--- src/rtl/fft_pkg.sv ---
// Shared FFT definitions: default transform size, sequencer state encoding
// and the bit-reverse helper used by the stage controllers.
package fft_pkg;

   localparam int FFT_N_LOG2 = 8;

   localparam logic [2:0] ST_IDLE  = 3'd0;
   localparam logic [2:0] ST_RD_A  = 3'd1;
   localparam logic [2:0] ST_RD_B  = 3'd2;
   localparam logic [2:0] ST_DRAIN = 3'd3;
   localparam logic [2:0] ST_DONE  = 3'd4;

   // Reverses the low 'width' bits of value (width <= 16); upper bits come back zero.
   function automatic logic [15:0] bit_reverse(input logic [15:0] value, input int width);
      logic [15:0] mirrored;
      mirrored = {<<{value}};
      return mirrored >> (16 - width);
   endfunction

endpackage

--- src/rtl/fft_stage0_sequencer_if.sv ---
// Frame-buffer read port, butterfly issue/result port and working-RAM write
// port of the stage-0 sequencer, bundled as one interface.
interface fft_stage0_sequencer_if
   import fft_pkg::*;
#(
   parameter int N_LOG2 = FFT_N_LOG2,
   parameter int Q_IN   = 15,
   parameter int Q_OUT  = 15
);
   logic                    rd_en;
   logic [N_LOG2-1:0]       rd_addr;
   logic signed [Q_IN:0]    rd_data;

   logic                    bf_valid_in;
   logic signed [Q_IN:0]    bf_a;
   logic signed [Q_IN:0]    bf_b;
   logic                    bf_valid_out;
   logic signed [Q_OUT:0]   bf_y0_real;
   logic signed [Q_OUT:0]   bf_y0_imag;
   logic signed [Q_OUT:0]   bf_y1_real;
   logic signed [Q_OUT:0]   bf_y1_imag;

   logic                    wr_en;
   logic [N_LOG2-1:0]       wr_addr;
   logic signed [Q_OUT:0]   wr_real;
   logic signed [Q_OUT:0]   wr_imag;

   modport master (
      output rd_en, rd_addr,
      input  rd_data,
      output bf_valid_in, bf_a, bf_b,
      input  bf_valid_out, bf_y0_real, bf_y0_imag, bf_y1_real, bf_y1_imag,
      output wr_en, wr_addr, wr_real, wr_imag
   );

   modport slave (
      input  rd_en, rd_addr,
      output rd_data,
      input  bf_valid_in, bf_a, bf_b,
      output bf_valid_out, bf_y0_real, bf_y0_imag, bf_y1_real, bf_y1_imag,
      input  wr_en, wr_addr, wr_real, wr_imag
   );

endinterface

--- src/rtl/fft_bitrev_addr_gen.sv ---
// Pair counter k with bit-reversed pair addresses: a = bitrev(k), b = a + N/2.
module fft_bitrev_addr_gen
   import fft_pkg::*;
#(
   parameter int N_LOG2 = FFT_N_LOG2
) (
   input  logic              clk,
   input  logic              reset,
   input  logic              clear,
   input  logic              step,
   output logic [N_LOG2-1:0] a_addr,
   output logic [N_LOG2-1:0] b_addr,
   output logic              last
);
   localparam int KW = N_LOG2 - 1;

   logic [KW-1:0] k;
   logic [KW-1:0] k_rev;

   // Pair counter: restarts on clear, advances once per pair.
   always_ff @(posedge clk) begin
      if (reset || clear) begin
         k <= '0;
      end else if (step) begin
         k <= k + KW'(1);
      end
   end

   // a lies in the lower half, so b only needs the top address bit set.
   assign k_rev  = KW'(bit_reverse(16'(k), KW));
   assign a_addr = {1'b0, k_rev};
   assign b_addr = {1'b1, k_rev};
   assign last   = (k == '1);

endmodule

--- src/rtl/fft_stage0_sequencer.sv ---
// First radix-2 stage of the real-input FFT: reads sample pairs in
// bit-reversed order, feeds the external butterfly and writes y0/y1 to
// consecutive working-RAM addresses.
module fft_stage0_sequencer
   import fft_pkg::*;
#(
   parameter int N_LOG2 = FFT_N_LOG2,
   parameter int Q_IN   = 15,
   parameter int Q_OUT  = 15
) (
   input  logic clk,
   input  logic reset,
   input  logic start,
   output logic busy,
   output logic done,
   fft_stage0_sequencer_if.master bus
);
   localparam int KW = N_LOG2 - 1;

   logic [2:0]            state;
   logic [2:0]            state_next;
   logic [N_LOG2-1:0]     a_addr;
   logic [N_LOG2-1:0]     b_addr;
   logic                  last_pair;
   logic                  accept;
   logic                  step;
   logic                  issue;
   logic                  wr_y0;
   logic                  wr_y1;
   logic                  check_err;
   logic signed [Q_IN:0]  a_reg;
   logic signed [Q_OUT:0] y1_real_hold;
   logic signed [Q_OUT:0] y1_imag_hold;
   logic [KW-1:0]         wr_pair;

   assign accept = (state == ST_IDLE) && start;
   assign step   = (state == ST_RD_B) && !last_pair;
   assign busy   = (state == ST_RD_A) || (state == ST_RD_B) || (state == ST_DRAIN);
   assign done   = (state == ST_DONE);

   fft_bitrev_addr_gen #(.N_LOG2(N_LOG2)) u_addr_gen (
      .clk    (clk),
      .reset  (reset),
      .clear  (accept),
      .step   (step),
      .a_addr (a_addr),
      .b_addr (b_addr),
      .last   (last_pair)
   );

   // Next state; DRAIN ends on the final y1 write once nothing is left in flight.
   always_comb begin
      state_next = state;
      case (state)
         ST_IDLE:  if (start) state_next = ST_RD_A;
         ST_RD_A:  state_next = ST_RD_B;
         ST_RD_B:  state_next = last_pair ? ST_DRAIN : ST_RD_A;
         ST_DRAIN: if (wr_y1 && !wr_y0 && !issue) state_next = ST_DONE;
         ST_DONE:  state_next = ST_IDLE;
         default:  state_next = ST_IDLE;
      endcase
   end

   // State register and the issue -> write-y0 -> write-y1 delay line.
   always_ff @(posedge clk) begin
      if (reset) begin
         state <= ST_IDLE;
         issue <= 1'b0;
         wr_y0 <= 1'b0;
         wr_y1 <= 1'b0;
      end else begin
         state <= state_next;
         issue <= (state == ST_RD_B);
         wr_y0 <= issue;
         wr_y1 <= wr_y0;
      end
   end

   // Data holding: sample a of the pair, and y1 until its write slot.
   always_ff @(posedge clk) begin
      if (reset) begin
         a_reg        <= '0;
         y1_real_hold <= '0;
         y1_imag_hold <= '0;
      end else begin
         if (state == ST_RD_B) a_reg <= bus.rd_data;
         if (wr_y0) begin
            y1_real_hold <= bus.bf_y1_real;
            y1_imag_hold <= bus.bf_y1_imag;
         end
      end
   end

   // Write-pair index and the butterfly valid cross-check.
   always_ff @(posedge clk) begin
      if (reset) begin
         wr_pair   <= '0;
         check_err <= 1'b0;
      end else begin
         if (accept) wr_pair <= '0;
         else if (wr_y1) wr_pair <= wr_pair + KW'(1);
         check_err <= busy && (bus.bf_valid_out != wr_y0);
      end
   end

   assert property (@(posedge clk) disable iff (reset) !check_err);

   // Port drive; every data output is forced to zero outside its active slot.
   always_comb begin
      bus.rd_en       = 1'b0;
      bus.rd_addr     = '0;
      bus.bf_valid_in = issue;
      bus.bf_a        = '0;
      bus.bf_b        = '0;
      bus.wr_en       = wr_y0 || wr_y1;
      bus.wr_addr     = '0;
      bus.wr_real     = '0;
      bus.wr_imag     = '0;
      if (state == ST_RD_A) begin
         bus.rd_en   = 1'b1;
         bus.rd_addr = a_addr;
      end else if (state == ST_RD_B) begin
         bus.rd_en   = 1'b1;
         bus.rd_addr = b_addr;
      end
      if (issue) begin
         bus.bf_a = a_reg;
         bus.bf_b = bus.rd_data;
      end
      if (wr_y0) begin
         bus.wr_addr = {wr_pair, 1'b0};
         bus.wr_real = bus.bf_y0_real;
         bus.wr_imag = bus.bf_y0_imag;
      end else if (wr_y1) begin
         bus.wr_addr = {wr_pair, 1'b1};
         bus.wr_real = y1_real_hold;
         bus.wr_imag = y1_imag_hold;
      end
   end

endmodule

--- src/flat_wrapper.sv ---
// flat-port wrapper written by rule: the top's interface ports become plain ports
module fft_stage0_sequencer_flat import fft_pkg::*;
#(
   parameter int N_LOG2 = FFT_N_LOG2,
   parameter int Q_IN   = 15,
   parameter int Q_OUT  = 15
)
  (clk, reset, start, busy, done, bus_rd_en, bus_rd_addr, bus_rd_data, bus_bf_valid_in, bus_bf_a, bus_bf_b, bus_bf_valid_out, bus_bf_y0_real, bus_bf_y0_imag, bus_bf_y1_real, bus_bf_y1_imag, bus_wr_en, bus_wr_addr, bus_wr_real, bus_wr_imag);
  fft_stage0_sequencer_if #(.N_LOG2(N_LOG2), .Q_IN(Q_IN), .Q_OUT(Q_OUT)) bus_i ();
  input  logic clk;
  input  logic reset;
  input  logic start;
  output logic busy;
  output logic done;
  output wire logic [$bits(bus_i.rd_en)-1:0] bus_rd_en;
  output wire logic [$bits(bus_i.rd_addr)-1:0] bus_rd_addr;
  input wire logic [$bits(bus_i.rd_data)-1:0] bus_rd_data;
  output wire logic [$bits(bus_i.bf_valid_in)-1:0] bus_bf_valid_in;
  output wire logic [$bits(bus_i.bf_a)-1:0] bus_bf_a;
  output wire logic [$bits(bus_i.bf_b)-1:0] bus_bf_b;
  input wire logic [$bits(bus_i.bf_valid_out)-1:0] bus_bf_valid_out;
  input wire logic [$bits(bus_i.bf_y0_real)-1:0] bus_bf_y0_real;
  input wire logic [$bits(bus_i.bf_y0_imag)-1:0] bus_bf_y0_imag;
  input wire logic [$bits(bus_i.bf_y1_real)-1:0] bus_bf_y1_real;
  input wire logic [$bits(bus_i.bf_y1_imag)-1:0] bus_bf_y1_imag;
  output wire logic [$bits(bus_i.wr_en)-1:0] bus_wr_en;
  output wire logic [$bits(bus_i.wr_addr)-1:0] bus_wr_addr;
  output wire logic [$bits(bus_i.wr_real)-1:0] bus_wr_real;
  output wire logic [$bits(bus_i.wr_imag)-1:0] bus_wr_imag;
  assign bus_rd_en = bus_i.rd_en;
  assign bus_rd_addr = bus_i.rd_addr;
  assign bus_i.rd_data = bus_rd_data;
  assign bus_bf_valid_in = bus_i.bf_valid_in;
  assign bus_bf_a = bus_i.bf_a;
  assign bus_bf_b = bus_i.bf_b;
  assign bus_i.bf_valid_out = bus_bf_valid_out;
  assign bus_i.bf_y0_real = bus_bf_y0_real;
  assign bus_i.bf_y0_imag = bus_bf_y0_imag;
  assign bus_i.bf_y1_real = bus_bf_y1_real;
  assign bus_i.bf_y1_imag = bus_bf_y1_imag;
  assign bus_wr_en = bus_i.wr_en;
  assign bus_wr_addr = bus_i.wr_addr;
  assign bus_wr_real = bus_i.wr_real;
  assign bus_wr_imag = bus_i.wr_imag;
  fft_stage0_sequencer #(.N_LOG2(N_LOG2), .Q_IN(Q_IN), .Q_OUT(Q_OUT)) u_core (.clk(clk), .reset(reset), .start(start), .busy(busy), .done(done), .bus(bus_i));
endmodule
--- config.mk ---
export PLATFORM = sky130hd
export DESIGN_NAME = fft_stage0_sequencer_flat
export DESIGN_NICKNAME = d
export VERILOG_FILES = /design/src/rtl/fft_pkg.sv /design/src/rtl/fft_stage0_sequencer_if.sv /design/src/rtl/fft_bitrev_addr_gen.sv /design/src/rtl/fft_stage0_sequencer.sv /design/src/flat_wrapper.sv
export SDC_FILE = /design/constraint.sdc
export NUM_CORES = 1
export LEC_CHECK = 0
export BUFFER_PORTS_ARGS = -buffer_cell sky130_fd_sc_hd__buf_4
export CAP_MARGIN = 25
export CORE_MARGIN = 2
export CORE_UTILIZATION = 35
export CTS_CLUSTER_SIZE = 12
export DETAILED_ROUTE_END_ITERATION = 10
export GPL_TIMING_DRIVEN = 0
export PLACE_DENSITY = 0.67
export SETUP_SLACK_MARGIN = 0.3
export SYNTH_ARGS = -nofsm -noshare
export SYNTH_HDL_FRONTEND = slang
export SYNTH_SLANG_ARGS = --single-unit
export TNS_END_PERCENT = 10
--- constraint.sdc ---
create_clock -name clk -period 1.9 [get_ports clk]
set_clock_uncertainty 0.15 [all_clocks]
set_input_delay 0.19 -clock clk [delete_from_list [all_inputs] [get_ports clk]]
set_output_delay 0.19 -clock clk [all_outputs]
set_load 0.005 [all_outputs]
## Yosys cells after proc, flatten, opt, wreduce, memory -nomap -nowiden

Cells that the tools add are included.

| word-level totals | value |
|---|---|
| flip-flop bits (word level) | 68 |
| word-level logic and storage cells | 48 |

| operators by class | value |
|---|---|
| $add $sub $neg | 2 |
| eq/ne operators | 7 |
| multiplexer cells | 16 |
| reductions and logical operators | 14 |

Operators with widths:

| kind | number |
|---|---|
| two-way mux 16 bit | 6 |
| two-way mux 8 bit | 4 |
| adder 7 x 1 -> 7 bit (second input constant) | 2 |
| case mux 3 bit (4 select lines) | 1 |
| equality test 7 bit (second input constant) | 1 |
| equality test 3 x 2 -> 1 bit (second input constant) | 2 |
| two-way mux 3 bit | 2 |
| logical AND 1 bit | 4 |
| logical OR 1 bit | 4 |
| != test 2 bit (second input constant) | 2 |
| equality test 3 x 1 -> 1 bit (second input constant) | 1 |
| equality test 3 bit (second input constant) | 1 |
| logical NOT 1 bit | 3 |
| logical NOT 3 bit | 1 |
| two-way mux 1 bit | 2 |
| two-way mux 2 bit | 1 |
| AND reduction 2 bit | 1 |
| OR reduction 2 bit | 1 |

## Logic depth before layout (Yosys ltp)

Gate-level depths: netlist (run 1).

| depth | value |
|---|---|
| depth after elaboration | 5 |
| gate-level depth with buffers | 7 |
| mapped depth without buffers | 4 |

## Modules after synthesis

From an unflattened synthesis (run 1), not the netlist that was laid out.

| second synthesis, totals | value |
|---|---|
| cell total of the unflattened synthesis | 413 |
| area total of the unflattened synthesis | 3422.0 um2 |

By module, submodules not included:

| module | instances | cells an instance | area an instance (um2) | sequential area each (um2) |
|---|---|---|---|---|
| fft_stage0_sequencer | 1 | 367 | 3037.9 | 1221.2 |
| fft_bitrev_addr_gen | 1 | 46 | 384.1 | 140.1 |

## Worst setup path before layout (run 1)

OpenSTA, ideal clock, no wires.

| path | value |
|---|---|
| path kind | flip-flop to flip-flop |
| from | reg u_core.state[0] |
| to | reg u_core.u_addr_gen.k[4] |
| arrival | 1.371 ns |
| required time | 1.621 ns |
| setup slack | 0.249 ns |
| cell stages (with the launch flop) | 6 |
| buffers on the path | 2 |
| clock period less this slack | 1.651 ns |
| cell sequence | dfxtp_1 > buf_2 > or3b_1 > buf_6 > a2111oi_2 > nor3b_2 |

| on the way | value |
|---|---|
| cells in the longest elaborated chain, start to end | 3 |

Ends and longest elaborated chain:

| element | line | text |
|---|---|---|
| start: declaration | fft_stage0_sequencer.sv:20 | `logic [2:0] state;` |
| start signal: assignment | fft_stage0_sequencer.sv:72 | `state <= state_next;` |
| logical NOT 3 bit | fft_stage0_sequencer.sv:36 | `assign accept = (state == ST_IDLE) && start;` |
| logical AND 1 bit | fft_stage0_sequencer.sv:36 |  |
| logical OR 1 bit | fft_bitrev_addr_gen.sv:22 | `if (reset \|\| clear) begin` |
| end signal: assignment | fft_bitrev_addr_gen.sv:25 | `k <= k + KW'(1);` |
| end: declaration | fft_bitrev_addr_gen.sv:17 | `logic [KW-1:0] k;` |

Parallel ways exist; a longest one is shown, timed or not.
A chain may end at the register's enable or synchronous reset.

## Worst setup path in the final report (run 1)

| path | value |
|---|---|
| from | reg u_core.state[2] |
| to | out bus_rd_addr[7] |

| on the way | value |
|---|---|
| cells in the longest elaborated chain, start to end | 3 |

Ends and longest elaborated chain:

| element | line | text |
|---|---|---|
| equality test 3 x 2 -> 1 bit | fft_stage0_sequencer.sv:122 | `end else if (state == ST_RD_B) begin` |
| two-way mux 8 bit | fft_stage0_sequencer.sv:122 |  |
| two-way mux 8 bit (*) | fft_stage0_sequencer.sv:119 | `if (state == ST_RD_A) begin` |
| end: declaration | flat_wrapper.sv:16 | `output wire logic [$bits(bus_i.rd_addr)-1:0] bus_rd_addr;` |

Mark *: on every way between the ends. The rest lies on a longest branch, timed or not.

==> results of run 1 <==
[metal layers]
layer  GRT usage  routed length [um]
met1       0.234                4210
met2       0.354                5320
met3      0.0423                 432
met4      0.0748                 223
met5           0                   0
[worst register-to-register path, stage by stage (launching register included)]
cell	delay, ns
dfxtp_2	0.32
buf_6	0.11
or3b_1	0.38
buf_6	0.15
buf_8	0.13
nor4b_4	0.28
mux2i_1	0.22
[layout by cell type (no fill, tap or decap), drive strengths merged, types with 5 or more instances in the layout]
cell,Yosys,final
dlygate4sd3,0,48
nand2,43,43
a22o,29,29
nand3b,5,5
dfxtp,68,68
and2,39,39
nor2,44,44
clkbuf,18,27
a21oi,21,21
mux2i,37,37
nor2b,10,10
buf,12,191
o21ai,7,7
[path summary, 6_finish.rpt]
kind | to | cells past startpoint | slack [ns] | from
max reg2reg | u_core.u_addr_gen.k[5] | 6 | 0.11 | u_core.state[2]
min | u_core.state[0] | 3 | 0.03 | start
max | bus_rd_addr[7] | 6 | 0.06 | u_core.state[2]
min reg2reg | u_core.a_reg[9] | 2 | 0.30 | u_core.a_reg[9]
[synthesized netlist by cell type (all sizes together) (2+ instances only)]
cell,instances,area [um2]
and2,39,244
a21oi,21,109
buf,12,76.3
or3b,4,35.0
xor2,3,26.3
xnor2,2,17.5
o21ai,7,35.0
and3,2,12.5
nand2b,3,18.8
ha,2,25.0
or3,2,12.5
clkbuf,18,68.8
dfxtp,68,1360
inv,4,17.5
nor2b,10,62.6
nor2,44,165
nand3b,5,37.5
nand4,2,12.5
nand2,43,161
a22o,29,254
a311oi,2,17.5
mux2i,37,370
nand3,2,10.0
[stage by stage]
step | setup WS, ns | cell area [um2] | total power, mW | hold slack [ns] | TNS (ns)
detailed placement | -0.0677 | 4660 | 1.85 | 0.285 | -0.983
floorplan | 0.284 | 3280 | 1.64 | 0.176 | 0
global placement | -0.0775 | 4660 | 1.84 | 0.272 | -1.13
finish | 0.0617 | 5580 | 3.00 | 0.0287 | 0
CTS | 0.0546 | 5530 | 3.01 | 0.0233 | 0
global route | 0.0148 | 5580 | 3.13 | 0.0896 | 0
[cell type report]
type | instances | area, um2 | area share
Clock buffer | 10 | 138 | 0.0247
Inverter | 4 | 27.5 | 0.00493
Sequential cell | 68 | 1370 | 0.245
Timing Repair Buffer | 226 | 1840 | 0.330
Clock inverter | 6 | 40.0 | 0.00718
Buffer | 30 | 254 | 0.0455
Multi-Input combinational cell | 269 | 1780 | 0.318
Tap cell | 111 | 139 | 0.0249
[power by group]
| group | leakage (nW) | total [mW] | switching, mW | internal, mW |
|---|---|---|---|---|
| sequential | 0.551 | 1.47 | 0.0170 | 1.45 |
| clock | 0.0803 | 1.07 | 0.566 | 0.503 |
| combinational | 1.78 | 0.458 | 0.173 | 0.284 |
[cells by family (layout without fill, tap and decap cells)]
logic type,Yosys count,in the layout,synth area share
and+or+nand+nor,162,162,0.257
adders and majority gates,2,2,0.00767
muxes,37,37,0.114
AOI/OAI and AO/OA,63,63,0.141
DFF,68,68,0.417
xor gates and xnor gates,5,5,0.0134
buffers and inverters,34,276,0.0499
[timing repair]
item                                    in CTS  in global routing
pin swaps                                    1                  1
endpoints found under the hold margin       48                  0
hold buffers                                48                  0
buffers inserted                             9                  1
gates cloned                                 2                  0
gates resized for setup                     40                 19
endpoints found under the setup margin     110                114
==> run metrics, run 1 <==
Avg Cell Area, Syn=8.79 um2; drt drc=0; RePlAce Congestion=0.767; Power per Cell Area=537 nW/um2; fmax=544 MHz; Critical-path top delay cell=or3b_1; EDFF count, synth=0; post-synthesis register bit count=68; post-synth cell types=41; GR Overflow Total=0; CP endpoint kind=primary output; Root Driver=clkbuf_8; cells after synthesis=371; Final nets=694; max_cap viols=0; port buffer count=166; Period minus WS final=1.84 ns; Die Ht=101 um; CP Buf/Inv Count=5; global-route wire length before repair=16,000 um; final period utilization=0.968; Pins Over Slew Limit=0; CORE AREA=9150 um2; CTS Buffer Depth=2; crit-path cells=buf_6, or3b_1, buf_6, inv_8, buf_6, buf_6; sequential cell area fraction in the yosys report=0.417; DP HPWL=7010 um; measured slew at the worst slew-check pin=0.470 ns; Initial Utilization=0.356; Top Ports=169; diode count=0; peak supply drop=0.392 mV; Final Non-Filler Cells=724; ANT nets after route=0; worst min path class=in2reg; DR iter-0 viols=125; Post-synth ARST share=0; layout cell share with drive strength beyond 1=0.378; Leak Pwr=2.41 nW; Max FO, Critical Path=3; Die X-Extent=101 um; Post-synth top flop=dfxtp_1; Final setup viols=0; Detailed Routing Iterations Pass 1=4; GRT Overall Usage=0.199; vias per cell=4.76; Clk Latency, worst-skew pair=0.35 ns; largest net degree at the start of global routing=13; final hold violation count=0; relative slew slack=0.687; element type at the critical path start=flop; WP data arrival=1.50 ns; full die area=10,100 um2; Util after Layout=0.610; most used cell, CP=buf_6; CP max stage delay=0.38 ns; placed cells=648; vias=3,444; synthesized net count=457; vias in the first global route=3,366; initial antenna violation count=0; Setup CP Type=reg2out; Yosys warning count=0; RSZ-0062 raised after global routing=true; clock sink count=68; status=finished clean; CTS H-tree depth=3; Wirelength per Cell=14.1 um; Worst path top cell family by delay=buffers and inverters; CTS tree=done; Clk pin slew, worst setup/hold paths=0.07 ns; CP required=1.56 ns; CTS Buf Count=9; overall routed net length=10,200 um; fill cell count=810; Synth-to-Final Area Change=71.1%; Post-Syn Area=3260 um2; FP Rows=35
Power figures use the tool's default switching activity.
==> run 2, diff against run 1 <==
- clock period: 1.9 -> 2.25 ns (I/O delays scaled with it)
==> run 2 against run 1 <==
Against the previous run:
- sequential cell count did not move
- sequential power fell by 16%
- setup slack improved by 0.27 ns
- register-to-register slack improved by 0.26 ns
- first-iteration DRC count fell by 46%
- non-clock buffer count fell by 12
- combinational power fell by 20%
- critical path type unchanged
- final area fell by 3.3%
- via count fell by 1.3%
- wire length fell by 2.9%
==> run metrics, run 2 (synthesis results as in run 1) <==
status=finished clean (unchanged); clock sink count=68 (unchanged); Pins Over Slew Limit=0 (unchanged); layout cell share with drive strength beyond 1=0.354 (was 0.378); Setup CP Type=reg2out (unchanged); Final setup viols=0 (unchanged); GR Overflow Total=0 (unchanged); CP endpoint kind=primary output (unchanged); full die area=10,100 um2 (unchanged); dpl cell area=4650 um2 (was 4660 um2); Reg2Reg Capture Point=u_core.a_reg[11] (was u_core.u_addr_gen.k[5]); Util after Layout=0.589 (was 0.610); Reg power frac=0.471 (was 0.490); CORE AREA=9150 um2 (unchanged); Die Ht=101 um (unchanged); Final Non-Filler Cells=712 (was 724); RePlAce Congestion=0.808 (was 0.767); peak supply drop=0.284 mV (was 0.392 mV); overall power=2.63 mW (was 3.00 mW); RSZ-0062 raised after global routing=true (unchanged); Wirelength per Cell=13.9 um (was 14.1 um); CP required=1.88 ns (was 1.56 ns); global-route wire length before repair=15,500 um (was 16,000 um); worst reg2reg setup slack=0.37 ns (was 0.11 ns); DR iter-0 viols=68 (was 125); CTS Buffer Depth=2 (unchanged); CTS Buf Count=9 (unchanged); CTS H-tree depth=3 (unchanged); initial antenna violation count=0 (unchanged); most used cell, CP=buf_6 (unchanged); placed cells=648 (unchanged); fmax=520 MHz; overall routed net length=9890 um (was 10,200 um); wire length on met1=4300 um (was 4210 um); Critical Path End=bus_rd_addr[7] (unchanged); total negative slack=0 ns (unchanged); Net Sw Frac=0.233 (was 0.253); Power per Cell Area=488 nW/um2 (was 537 nW/um2); vias=3,400 (was 3,444); CP startpoint=u_core.state[0] (was u_core.state[2]); element type at the critical path start=flop (unchanged); worst min path class=in2reg (unchanged); CP max stage delay=0.38 ns (about the same); crit-path cells=buf_6, or3b_1, buf_6, clkinv_8, buf_6, buf_4 (was buf_6, or3b_1, buf_6, inv_8, buf_6, buf_6); combinational share of power=0.140 (was 0.153); Int Power=2.02 mW (was 2.24 mW); FP Rows=35 (unchanged); Psw=0.613 mW (was 0.757 mW); CTS tree=done (unchanged); Clk Latency, worst-skew pair=0.33 ns (was 0.35 ns); port buffer count=166 (unchanged); WP data arrival=1.55 ns (was 1.50 ns); highest routed layer=met4 (unchanged); vias in the first global route=3,249 (was 3,366); Top Ports=169 (unchanged); Synth-to-Final Area Change=65.5% (was 71.1%); Period minus WS final=1.92 ns; worst hold slack=0.0139 ns (was 0.0287 ns); final hold violation count=0 (unchanged); hold path depth=3 (unchanged); most frequent cells in the layout=buf_4 (174), dfxtp_1 (67), dlygate4sd3_1 (46) (was buf_4 (175), dfxtp_1 (65), dlygate4sd3_1 (48)); R2R depth=8 (was 6); Clk pin slew, worst setup/hold paths=0.07 ns (about the same); Worst Setup Slack, final=0.328 ns (was 0.0617 ns); Root Driver=clkbuf_8 (unchanged); Leak Pwr=2.34 nW (was 2.41 nW); WL met3=373 um (was 432 um); max_cap viols=0 (unchanged); Detailed Routing Iterations Pass 1=4 (unchanged); drt drc=0 (unchanged); GRT Overall Usage=0.193 (was 0.199); R2R Path Start=u_core.state[0] (was u_core.state[2]); measured slew at the worst slew-check pin=0.507 ns (was 0.470 ns); Finished Cell Area=5400 um2 (was 5580 um2); DP HPWL=7160 um (was 7010 um); Final nets=682 (was 694); largest net degree at the start of global routing=12 (was 13); pre-CTS WS=0.129 ns (was -0.0677 ns); ANT nets after route=0 (unchanged); diode count=0 (unchanged); Critical-path top delay cell=or3b_1 (unchanged); Die X-Extent=101 um (unchanged); Max FO, Critical Path=10 (was 3); Clock Power Share=0.390 (was 0.357); commonest non-fill, non-tap cell in the layout=buf_4 (unchanged); Initial Utilization=0.356 (unchanged); relative slew slack=0.660 (was 0.687); met2 WL=5000 um (was 5320 um); fill cell count=812 (was 810); vias per cell=4.78 (was 4.76); final period utilization=0.854
==> run 2: cell types whose count changed in the layout (fill, tap and decap cells not counted), sizes merged <==
cell,before,now
clkinvlp,4,1
dlygate4sd3,48,46
inv,4,3
bufinv,0,1
buf,191,183
clkinv,2,3
==> run 2: how the worst min path moves through the flow <==
stage                       end             start
2_1_floorplan   u_core.a_reg[0]    bus_rd_data[0]
3_3_place_gp    u_core.a_reg[6]   u_core.a_reg[6]
3_5_place_dp   u_core.a_reg[14]  u_core.a_reg[14]
4_1_cts        u_core.a_reg[15]   bus_rd_data[15]
5_1_grt        u_core.a_reg[15]   bus_rd_data[15]
6_report       u_core.a_reg[15]   bus_rd_data[15]
==> run 2: power groups by stage <==
stage               sequential (mW)  combinational, mW  clock (mW)
global route                   1.24              0.400        1.11
floorplan                      1.26              0.122           0
CTS                            1.24              0.367        1.06
detailed placement             1.27              0.292           0
finish                         1.24              0.368        1.03
global placement               1.27              0.286           0
==> run 2: area by class of cell <==
class                           count  area, um2  share of cell area
Sequential cell                    68       1360               0.253
Timing Repair Buffer              214       1720               0.319
Multi-Input combinational cell    269       1740               0.323
Inverter                            4       27.5             0.00510
Tap cell                          111        139              0.0257
Clock inverter                      4       47.5             0.00881
Clock buffer                       12        155              0.0288
Buffer                             30        198              0.0366
==> run 2: per-layer routing <==
layer  up-vias  global-route usage
met5         -                   0
met4         0              0.0843
met3        17              0.0326
met2        84               0.325
met1      1584               0.242
li1       1715                   -
==> run 2: what timing repair did <==
action	CTS	global route
buffers inserted	2	0
hold endpoints to repair	46	0
hold buffers	46	0
pin swaps	1	1
setup endpoints to repair	34	63
gates resized for setup	24	7
==> run 2: worst max-delay path, delay by kind of cell, from the launching register on <==
family | cells | cell delay (ns)
buf+inv | 5 | 0.53
flops | 1 | 0.31
simple gates | 1 | 0.38
==> run 3, diff against run 2 <==
- BUFFER_PORTS_ARGS: -buffer_cell sky130_fd_sc_hd__buf_4 -> -buffer_cell sky130_fd_sc_hd__buf_2
- SETUP_SLACK_MARGIN: 0.3 -> 0.05
==> run 3 against run 2 <==
Against the previous run:
- cell count fell by 0.56%
- total power is 0.41% higher
- register-to-register slack improved by 0.13 ns
- sequential power about the same
- worst hold slack worse by 0.0056 ns
- count of clock-buffer cells in the layout unchanged
- first-iteration DRC count increased by 38%
==> run metrics, run 3 (synthesis results as in run 1) <==
CP startpoint=u_core.state[0] (unchanged); worst reg2reg setup slack=0.50 ns (was 0.37 ns); CTS tree=done (unchanged); commonest non-fill, non-tap cell in the layout=buf_2 (was buf_4); Reg2Reg Capture Point=u_core.u_addr_gen.k[2] (was u_core.a_reg[11]); Top Ports=169 (unchanged); Period minus WS final=2.11 ns (was 1.92 ns); overall routed net length=9410 um (was 9890 um); global-route wire length before repair=14,900 um (was 15,500 um); Clk pin slew, worst setup/hold paths=0.07 ns (about the same); vias per cell=4.76 (was 4.78); GR Util met2=0.323 (was 0.325); Critical Path End=bus_rd_addr[7] (unchanged); DR iter-0 viols=94 (was 68); relative slew slack=0.628 (was 0.660); FP Rows=35 (unchanged); Most Crowded Layer GR=met2 (unchanged); Initial Utilization=0.356 (unchanged); Clk Latency, worst-skew pair=0.33 ns (about the same); Final setup viols=0 (unchanged); Setup CP Type=reg2out (unchanged); CTS Buf Count=9 (unchanged); clock sink count=68 (unchanged); Power per Cell Area=539 nW/um2 (was 488 nW/um2); CTS Buffer Depth=2 (unchanged); met1 usage=0.226 (was 0.242); fmax=474 MHz (was 520 MHz); drt drc=0 (unchanged); total negative slack=0 ns (unchanged); DP HPWL=6710 um (was 7160 um); Setup Fix Bufs, Post-CTS=0 (was 2); Wirelength per Cell=13.3 um (was 13.9 um); final period utilization=0.938 (was 0.854); Util after Layout=0.536 (was 0.589); worst min path class=in2reg (unchanged); most frequent cells in the layout=buf_2 (174), dfxtp_1 (68), dlygate4sd3_1 (45) (was buf_4 (174), dfxtp_1 (67), dlygate4sd3_1 (46)); largest net degree at the start of global routing=12 (unchanged); peak supply drop=0.226 mV (was 0.284 mV); R2R Path Start=u_core.state[0] (unchanged); Finished Cell Area=4910 um2 (was 5400 um2); overall power=2.65 mW (was 2.63 mW); CTS H-tree depth=3 (unchanged); status=finished clean (unchanged); RePlAce Congestion=0.794 (was 0.808); CP required=1.88 ns (about the same); vias=3,372 (was 3,400); GRT Overall Usage=0.185 (was 0.193); initial antenna violation count=0 (unchanged); diode count=0 (unchanged); element type at the critical path start=flop (unchanged); dpl cell area=4230 um2 (was 4650 um2); Die X-Extent=101 um (unchanged); Pins Over Slew Limit=0 (unchanged); RSZ-0062 raised after global routing=true (unchanged); GR Overflow Total=0 (unchanged); Final nets=678 (was 682); Max FO, Critical Path=10 (unchanged); final hold violation count=0 (unchanged); Root Driver=clkbuf_8 (unchanged); ANT nets after route=0 (unchanged); fill cell count=833 (was 812); vias in the first global route=3,159 (was 3,249); WP data arrival=1.74 ns (was 1.55 ns); layout cell share with drive strength beyond 1=0.345 (was 0.354); met3 Use GR=0.0312 (was 0.0326); worst hold slack=0.00832 ns (was 0.0139 ns); Detailed Routing Iterations Pass 1=4 (unchanged); max_cap viols=0 (unchanged); R2R depth=6 (was 8); CP endpoint kind=primary output (unchanged); Die Ht=101 um (unchanged); Synth-to-Final Area Change=50.6% (was 65.5%); CORE AREA=9150 um2 (unchanged); Leak Pwr=2.25 nW (was 2.34 nW); full die area=10,100 um2 (unchanged); measured slew at the worst slew-check pin=0.556 ns (was 0.507 ns); port buffer count=166 (unchanged)
[run 3: what timing repair did]
| item | CTS | global route |
|---|---|---|
| hold buffers | 45 | 0 |
| setup endpoints to repair | 32 | 21 |
| hold endpoints to repair | 45 | 0 |
| resized for setup | 7 | 5 |
[run 3: layer usage]
metal,vias up,wire length [um]
li1,1711,-
met1,1558,4060
met2,84,4790
met3,19,368
met4,0,191
met5,-,0
[run 3: final cells by class]
class,count,area [um2],area share
multi-input combinational,269,1740,0.354
sequential,68,1360,0.277
timing repair buffer,211,1280,0.261
buffer,29,156,0.0319
clock buffer,12,145,0.0296
tap,111,139,0.0283
clock inverter,4,72.6,0.0148
inverter,4,17.5,0.00357
[run 3: through the flow]
| stage | setup slack [ns] | cells |
|---|---|---|
| finish | 0.140 | 708 |
| global route | 0.0334 | 708 |
| CTS | 0.118 | 708 |
| detailed placement | 0.0746 | 648 |
| global placement | 0.0869 | 648 |
| floorplan | 0.599 | 371 |
[run 3: worst min path at each step]
stage / start / endpoint / slack [ns] / depth (start not counted)
CTS: bus_rd_data[11] / u_core.a_reg[11] / 0.003 / 3
global route: bus_bf_y1_real[1] / u_core.y1_real_hold[1] / 0.01 / 3
floorplan: bus_rd_data[0] / u_core.a_reg[0] / 0.21 / 2
detailed placement: u_core.a_reg[5] / u_core.a_reg[5] / 0.29 / 2
finish: bus_bf_y1_real[1] / u_core.y1_real_hold[1] / 0.008 / 3
global placement: u_core.a_reg[5] / u_core.a_reg[5] / 0.29 / 2
[run 3: report_power, final]
part	total [mW]	switching, mW	internal, mW
combinational	0.303	0.134	0.169
sequential	1.24	0.0140	1.23
clock	1.10	0.449	0.654
[run 3: worst max-delay path: stages, from the launching register on]
cell     delay, ns
dfxtp_1       0.30
buf_2         0.16
or3b_1        0.39
buf_6         0.15
inv_4         0.10
buf_4         0.17
buf_2         0.12
